**src/rtl/fwd_hazard_ctrl_if.sv**
```systemverilog
// Decode-side bundle for the hazard controller: ID operand/dest fields in, bypass selects, tags and stall out.
// All outputs are combinational from controller state and these ID fields; no handshake, stall is the only backpressure.
interface fwd_hazard_ctrl_if #(
  parameter int NREG_BITS = 4
);
  logic                 id_valid;
  logic [NREG_BITS-1:0] id_r2;
  logic [NREG_BITS-1:0] id_r3;
  logic                 id_r2_use;
  logic                 id_r3_use;
  logic [NREG_BITS-1:0] id_rd;
  logic                 id_we;
  logic                 id_load;
  logic                 id_mc;
  logic                 flush;

  logic [1:0]           sel_r2;
  logic [1:0]           sel_r3;
  logic [NREG_BITS-1:0] dest_ex;
  logic [NREG_BITS-1:0] dest_mem;
  logic [NREG_BITS-1:0] dest_wb;
  logic                 wen_ex;
  logic                 wen_mem;
  logic                 wen_wb;
  logic                 stall;
  logic                 mc_busy;

  modport master (
    output id_valid, id_r2, id_r3, id_r2_use, id_r3_use, id_rd, id_we, id_load, id_mc, flush,
    input  sel_r2, sel_r3, dest_ex, dest_mem, dest_wb, wen_ex, wen_mem, wen_wb, stall, mc_busy
  );

  modport slave (
    input  id_valid, id_r2, id_r3, id_r2_use, id_r3_use, id_rd, id_we, id_load, id_mc, flush,
    output sel_r2, sel_r3, dest_ex, dest_mem, dest_wb, wen_ex, wen_mem, wen_wb, stall, mc_busy
  );
endinterface

```
**src/rtl/fwd_hazard_ctrl.sv**
```systemverilog
// Operand-forwarding hazard controller: tracks EX/MEM/WB destinations, drives bypass selects, stalls decode.
// Selects/stall are same-cycle combinational; slots advance each clk, EX holds while a multi-cycle op is busy.
module fwd_hazard_ctrl #(
  parameter int NREG_BITS = 4,
  parameter int MC_LAT    = 3,
  parameter bit R0_ZERO   = 1'b1
) (
  input  logic             clk,
  input  logic             rst,
  fwd_hazard_ctrl_if.slave hz
);
  typedef struct packed {
    logic                 valid;
    logic [NREG_BITS-1:0] rd;
    logic                 we;
    logic                 load;
    logic                 mc;
  } slot_t;

  localparam int          CNT_W   = 3;
  localparam logic [CNT_W-1:0] MC_INIT = CNT_W'(MC_LAT - 1);

  slot_t            ex_q, ex_d, mem_q, mem_d, wb_q, wb_d;
  logic [CNT_W-1:0] mc_cnt_q, mc_cnt_d;

  function automatic logic src_hit(input logic use_s, input logic [NREG_BITS-1:0] src, input slot_t x);
    return use_s & x.valid & x.we & (x.rd == src) & ~(R0_ZERO & (src == '0));
  endfunction

  function automatic logic [1:0] pick(input logic h_ex, input logic h_mem, input logic h_wb);
    if (h_ex)       return 2'd1;
    else if (h_mem) return 2'd2;
    else if (h_wb)  return 2'd3;
    else            return 2'd0;
  endfunction

  logic  r2_ex, r2_mem, r2_wb, r3_ex, r3_mem, r3_wb;
  logic  load_use, busy, stall;
  slot_t id_slot;

  always_comb begin
    r2_ex    = src_hit(hz.id_r2_use, hz.id_r2, ex_q);
    r2_mem   = src_hit(hz.id_r2_use, hz.id_r2, mem_q);
    r2_wb    = src_hit(hz.id_r2_use, hz.id_r2, wb_q);
    r3_ex    = src_hit(hz.id_r3_use, hz.id_r3, ex_q);
    r3_mem   = src_hit(hz.id_r3_use, hz.id_r3, mem_q);
    r3_wb    = src_hit(hz.id_r3_use, hz.id_r3, wb_q);
    load_use = (r2_ex | r3_ex) & ex_q.load;
    busy     = (mc_cnt_q != '0);
    // A taken branch kills the instruction in ID, so it must never be held.
    stall    = hz.id_valid & (load_use | busy) & ~hz.flush;
    id_slot  = '{valid: hz.id_valid, rd: hz.id_rd, we: hz.id_we, load: hz.id_load, mc: hz.id_mc};
  end

  always_comb begin
    wb_d     = mem_q;
    mem_d    = ex_q;
    ex_d     = (hz.id_valid & ~stall) ? id_slot : '0;
    mc_cnt_d = mc_cnt_q;
    if (hz.flush) begin
      ex_d     = '0;
      mc_cnt_d = '0;
    end else if (busy) begin
      // Multi-cycle op keeps EX; nothing new may reach MEM behind it.
      ex_d     = ex_q;
      mem_d    = '0;
      mc_cnt_d = mc_cnt_q - 1'b1;
    end else if (ex_d.valid & ex_d.mc) begin
      mc_cnt_d = MC_INIT;
    end
  end

  always_ff @(posedge clk or negedge rst) begin
    if (!rst) begin
      ex_q     <= '0;
      mem_q    <= '0;
      wb_q     <= '0;
      mc_cnt_q <= '0;
    end else begin
      ex_q     <= ex_d;
      mem_q    <= mem_d;
      wb_q     <= wb_d;
      mc_cnt_q <= mc_cnt_d;
    end
  end

  assign hz.sel_r2   = pick(r2_ex, r2_mem, r2_wb);
  assign hz.sel_r3   = pick(r3_ex, r3_mem, r3_wb);
  assign hz.dest_ex  = ex_q.rd;
  assign hz.dest_mem = mem_q.rd;
  assign hz.dest_wb  = wb_q.rd;
  assign hz.wen_ex   = ex_q.valid & ex_q.we;
  assign hz.wen_mem  = mem_q.valid & mem_q.we;
  assign hz.wen_wb   = wb_q.valid & wb_q.we;
  assign hz.stall    = stall;
  assign hz.mc_busy  = busy;
endmodule

```
**src/flat_wrapper.sv**
```systemverilog
// flat-port wrapper written by rule: the top's interface ports become plain ports
module fwd_hazard_ctrl_flat 
#(
  parameter int NREG_BITS = 4,
  parameter int MC_LAT    = 3,
  parameter bit R0_ZERO   = 1'b1
)
  (clk, rst, hz_id_valid, hz_id_r2, hz_id_r3, hz_id_r2_use, hz_id_r3_use, hz_id_rd, hz_id_we, hz_id_load, hz_id_mc, hz_flush, hz_sel_r2, hz_sel_r3, hz_dest_ex, hz_dest_mem, hz_dest_wb, hz_wen_ex, hz_wen_mem, hz_wen_wb, hz_stall, hz_mc_busy);
  fwd_hazard_ctrl_if #(.NREG_BITS(NREG_BITS)) hz_i ();
  input  logic clk;
  input  logic rst;
  input wire logic [$bits(hz_i.id_valid)-1:0] hz_id_valid;
  input wire logic [$bits(hz_i.id_r2)-1:0] hz_id_r2;
  input wire logic [$bits(hz_i.id_r3)-1:0] hz_id_r3;
  input wire logic [$bits(hz_i.id_r2_use)-1:0] hz_id_r2_use;
  input wire logic [$bits(hz_i.id_r3_use)-1:0] hz_id_r3_use;
  input wire logic [$bits(hz_i.id_rd)-1:0] hz_id_rd;
  input wire logic [$bits(hz_i.id_we)-1:0] hz_id_we;
  input wire logic [$bits(hz_i.id_load)-1:0] hz_id_load;
  input wire logic [$bits(hz_i.id_mc)-1:0] hz_id_mc;
  input wire logic [$bits(hz_i.flush)-1:0] hz_flush;
  output wire logic [$bits(hz_i.sel_r2)-1:0] hz_sel_r2;
  output wire logic [$bits(hz_i.sel_r3)-1:0] hz_sel_r3;
  output wire logic [$bits(hz_i.dest_ex)-1:0] hz_dest_ex;
  output wire logic [$bits(hz_i.dest_mem)-1:0] hz_dest_mem;
  output wire logic [$bits(hz_i.dest_wb)-1:0] hz_dest_wb;
  output wire logic [$bits(hz_i.wen_ex)-1:0] hz_wen_ex;
  output wire logic [$bits(hz_i.wen_mem)-1:0] hz_wen_mem;
  output wire logic [$bits(hz_i.wen_wb)-1:0] hz_wen_wb;
  output wire logic [$bits(hz_i.stall)-1:0] hz_stall;
  output wire logic [$bits(hz_i.mc_busy)-1:0] hz_mc_busy;
  assign hz_i.id_valid = hz_id_valid;
  assign hz_i.id_r2 = hz_id_r2;
  assign hz_i.id_r3 = hz_id_r3;
  assign hz_i.id_r2_use = hz_id_r2_use;
  assign hz_i.id_r3_use = hz_id_r3_use;
  assign hz_i.id_rd = hz_id_rd;
  assign hz_i.id_we = hz_id_we;
  assign hz_i.id_load = hz_id_load;
  assign hz_i.id_mc = hz_id_mc;
  assign hz_i.flush = hz_flush;
  assign hz_sel_r2 = hz_i.sel_r2;
  assign hz_sel_r3 = hz_i.sel_r3;
  assign hz_dest_ex = hz_i.dest_ex;
  assign hz_dest_mem = hz_i.dest_mem;
  assign hz_dest_wb = hz_i.dest_wb;
  assign hz_wen_ex = hz_i.wen_ex;
  assign hz_wen_mem = hz_i.wen_mem;
  assign hz_wen_wb = hz_i.wen_wb;
  assign hz_stall = hz_i.stall;
  assign hz_mc_busy = hz_i.mc_busy;
  fwd_hazard_ctrl #(.NREG_BITS(NREG_BITS), .MC_LAT(MC_LAT), .R0_ZERO(R0_ZERO)) u_core (.clk(clk), .rst(rst), .hz(hz_i));
endmodule
```
**config.mk**
```make
export PLATFORM = sky130hd
export DESIGN_NAME = fwd_hazard_ctrl_flat
export DESIGN_NICKNAME = d
export VERILOG_FILES = /design/src/rtl/fwd_hazard_ctrl_if.sv /design/src/rtl/fwd_hazard_ctrl.sv /design/src/flat_wrapper.sv
export SDC_FILE = /design/constraint.sdc
export NUM_CORES = 1
export LEC_CHECK = 0
export CAP_MARGIN = 30
export CORE_ASPECT_RATIO = 2
export CORE_MARGIN = 2
export CORE_UTILIZATION = 25
export DETAILED_ROUTE_END_ITERATION = 6
export DONT_BUFFER_PORTS = 1
export GPL_ROUTABILITY_DRIVEN = 0
export PLACE_DENSITY_LB_ADDON = 0.15
export SYNTH_ARGS = -nofsm -noshare
export SYNTH_HDL_FRONTEND = slang
export SYNTH_SLANG_ARGS = --single-unit
```
**constraint.sdc**
```tcl
create_clock -name clk -period 3.2 [get_ports clk]
set_input_delay 0.96 -clock clk [delete_from_list [all_inputs] [get_ports clk]]
set_output_delay 0.96 -clock clk [all_outputs]
set_load 0.1 [all_outputs]
```
==> flow_summary.ini <==
[clock_network]
h-tree-depth = 1
cts-root-buf = clkbuf_8
cts.sinks = 22
path_clk_slew_ns = 0.08
post_cts_buffers = 0
numCtsBuffers = 3
clk_latency_ns = 0.26
clock_path_buffers = 2
cts_tree = built
holdBufCountCts = 0

[finish]
areaGrowthSynthToFinish_pct = 29.8
diodes = 0
seq_area_sq_um = 551
drive_gt1_share_pct = 35.2
finalCoreUtilization_pct = 33.9
fillers = 505
multiInputGateArea_sq_um = 724
fin_nets = 152

[synthesis]
synth_area_sq_mm = 0.00128
netlist_instances = 115
avgSynthCellArea_sq_um = 11.2
synth_cell_type_count = 30
yosys_most_used_dff = dfrtp_1
ys_top_cells_by_count = 22 x dfrtp_1, 13 x xor2_1, 12 x buf_4, 10 x xnor2_1, 7 x nor2b_1
synth_edf_count = 0
ys_warn_count = 0
yosysMostFrequentCell = dfrtp_1
synthArstFlopShare_pct = 100
synth_area_leaders = dfrtp_1 43%, xor2_1 8.9%, buf_4 7.0%
ys_ff_latch = 22
synth_nets = 138
synth_top_area_share_pct = 42.9
ys_seq_area_share_pct = 42.9
yosys.area.top_type = dfrtp_1

[detailed_routing]
wire_per_inst_um = 17.0
routed_wl_um = 3150
drt_iter0_markers = 8
num_vias = 843
drc_errors = 0
drtPass1Iterations = 2
via_per_inst = 4.56
ant_nets = 0

[placed_design]
dp_hpwl_um = 2730
place_ws_ns = -0.0971
port_buffers = 0

[worst_setup_path]
worstSetupStartpointType = input pin
crit_path_top_delay_cell = or4_4
path_max_fanout = 4
r2r_cells = 6
path_cells = xor2_1, or4_4, or3_4, a21oi_4, buf_12
crit_required_ns = 2.24
crit_path_start = hz_id_r2[2]
worstSetupPathType = in -> out
endpoint_kind = primary output
crit_path_max_incr_delay_ns = 0.51
r2r-end = u_core.mc_cnt_q[1]
regToRegStartpoint = u_core.mc_cnt_q[0]
regToRegSetupSlack_ns = 0.77
endpoint = hz_sel_r2[1]
cp_data_arrival_time_ns = 2.30

[power]
power_density_mw_per_mm2 = 775
ir_drop_v = 0.000564
leakage_nw = 0.755

[sta]
fmax_mhz = 307
tightest_slew_ns = 0.955
skew_ns = 0.00532
rsz0062_at_grt = true
fin_crit_ns = 3.26
fin_ws_ns = -0.0620
slew_headroom_pct = 36.3
fin_crit_sh_pct = 102
setup_viol = 1
hold_viol = 0
slew_violations = 0
holdWs_ns = 0.377
finalSetupTns_ns = -0.0620

[global_route]
met3_usage_pct = 2.69
grt-busiest-layer = met2
grt_pass1_vias = 914
grt_usage_pct = 12.1
grtUsageMet1_pct = 11.5
grt.overflow.total = 0
antenna_found_initial = 0
use_met2_pct = 23.0
grt_max_degree = 23
grt_first_pass_wirelength_um = 4860

[floorplanning]
ios = 42
coreArea_sq_mm = 0.00491
start_util_pct = 26.1
fp.dieW_um = 54.6
die_h_um = 105
rows = 36
die-area_sq_mm = 0.00575

[status]
violations = negative setup slack
status = finished, violations left

[run]
maxCapViolations = 0

[hold_path]
min-delay-path-class = in -> async
[power by group]
part / switching (mW) / internal [mW]
Clock: 0.0881 / 0.167
Sequential: 0.0557 / 0.342
Combinational: 0.462 / 0.175
[metrics by stage]
stage / power [mW] / std cells / cell area (sq um)
finish: 1.29 / 185 / 1660
global route: 1.36 / 185 / 1660
CTS: 1.31 / 185 / 1660
detailed placement: 1.04 / 181 / 1580
global placement: 1.04 / 181 / 1580
floorplan: 0.958 / 115 / 1380
[kinds of logic (layout without fill, tap and decap cells)]
| group | after synthesis | in the layout | synth area share [%] |
|---|---|---|---|
| AND/OR/NAND/NOR | 32 | 32 | 15.9 |
| XOR/XNOR | 25 | 25 | 18.2 |
| flip-flops | 22 | 22 | 42.9 |
| buffers and inverters | 18 | 31 | 8.78 |
| AO/OA/AOI/OAI | 14 | 14 | 10.4 |
| adder cells (fa/ha/maj) | 2 | 2 | 1.95 |
| multiplexers | 2 | 2 | 1.76 |
[how the worst min path moves through the flow]
stage	to	start	cells past startpoint	slack [ns]
finish	u_core.hz.dest_mem[0]	rst	0	0.38
global route	u_core.hz.dest_ex[0]	rst	0	0.36
CTS	u_core.hz.dest_wb[0]	rst	0	0.37
detailed placement	u_core.wb_q[2]	u_core.mem_q[2]	0	0.36
global placement	u_core.wb_q[2]	u_core.mem_q[2]	0	0.36
floorplan	u_core.wb_q[2]	u_core.mem_q[2]	0	0.35
[per-layer routing]
layer	up-vias	routed length, um	share of wire, %
met5	-	0	0
met4	0	34	1.1
met3	2	202	6.4
met2	27	1960	62
met1	404	959	30
li1	410	-	-
[critical path: cells and delay by family]
kind | cells | cell delay (ns)
AO/OA/AOI/OAI | 1 | 0.15
XOR/XNOR | 1 | 0.14
buffers and inverters | 1 | 0.19
AND/OR/NAND/NOR | 2 | 0.86
[area by class of cell]
type	count	share of cell area [%]
Clock buffer	3	2.48
Clock inverter	1	1.80
Inverter	5	1.13
Multi-Input combinational cell	75	43.5
Sequential cell	22	33.1
Tap cell	57	4.29
Timing Repair Buffer	22	13.7
[flip-flops by register name, indices dropped and copies added (netlist names)]
name and count:
u_core.hz.dest_ex 4, u_core.mc_cnt_q 3, u_core.wb_q 2, u_core.mem_q 2, u_core.ex_q 3, u_core.hz.dest_wb 4
u_core.hz.dest_mem 4
[placed cells by master (no fill, tap or decap), drive strengths merged, types with 2 or more instances in the layout]
| master | instances |
|---|---|
| a21oi | 2 |
| a22o | 6 |
| buf | 22 |
| clkbuf | 3 |
| dfrtp | 22 |
| ha | 2 |
| inv | 5 |
| mux2 | 2 |
| nand2 | 2 |
| nand2b | 3 |
| nand3 | 4 |
| nor2 | 4 |
| nor2b | 7 |
| nor3 | 2 |
| nor4 | 5 |
| o41ai | 2 |
| xnor2 | 12 |
| xor2 | 13 |
[repair_timing]
action / in CTS / in global routing
resized for setup: 1 / 1
hold endpoints to repair: 0 / 0
pin swaps: 0 / 1
endpoints found under the setup margin: 2 / 3
(Power assumes the default switching activity.)
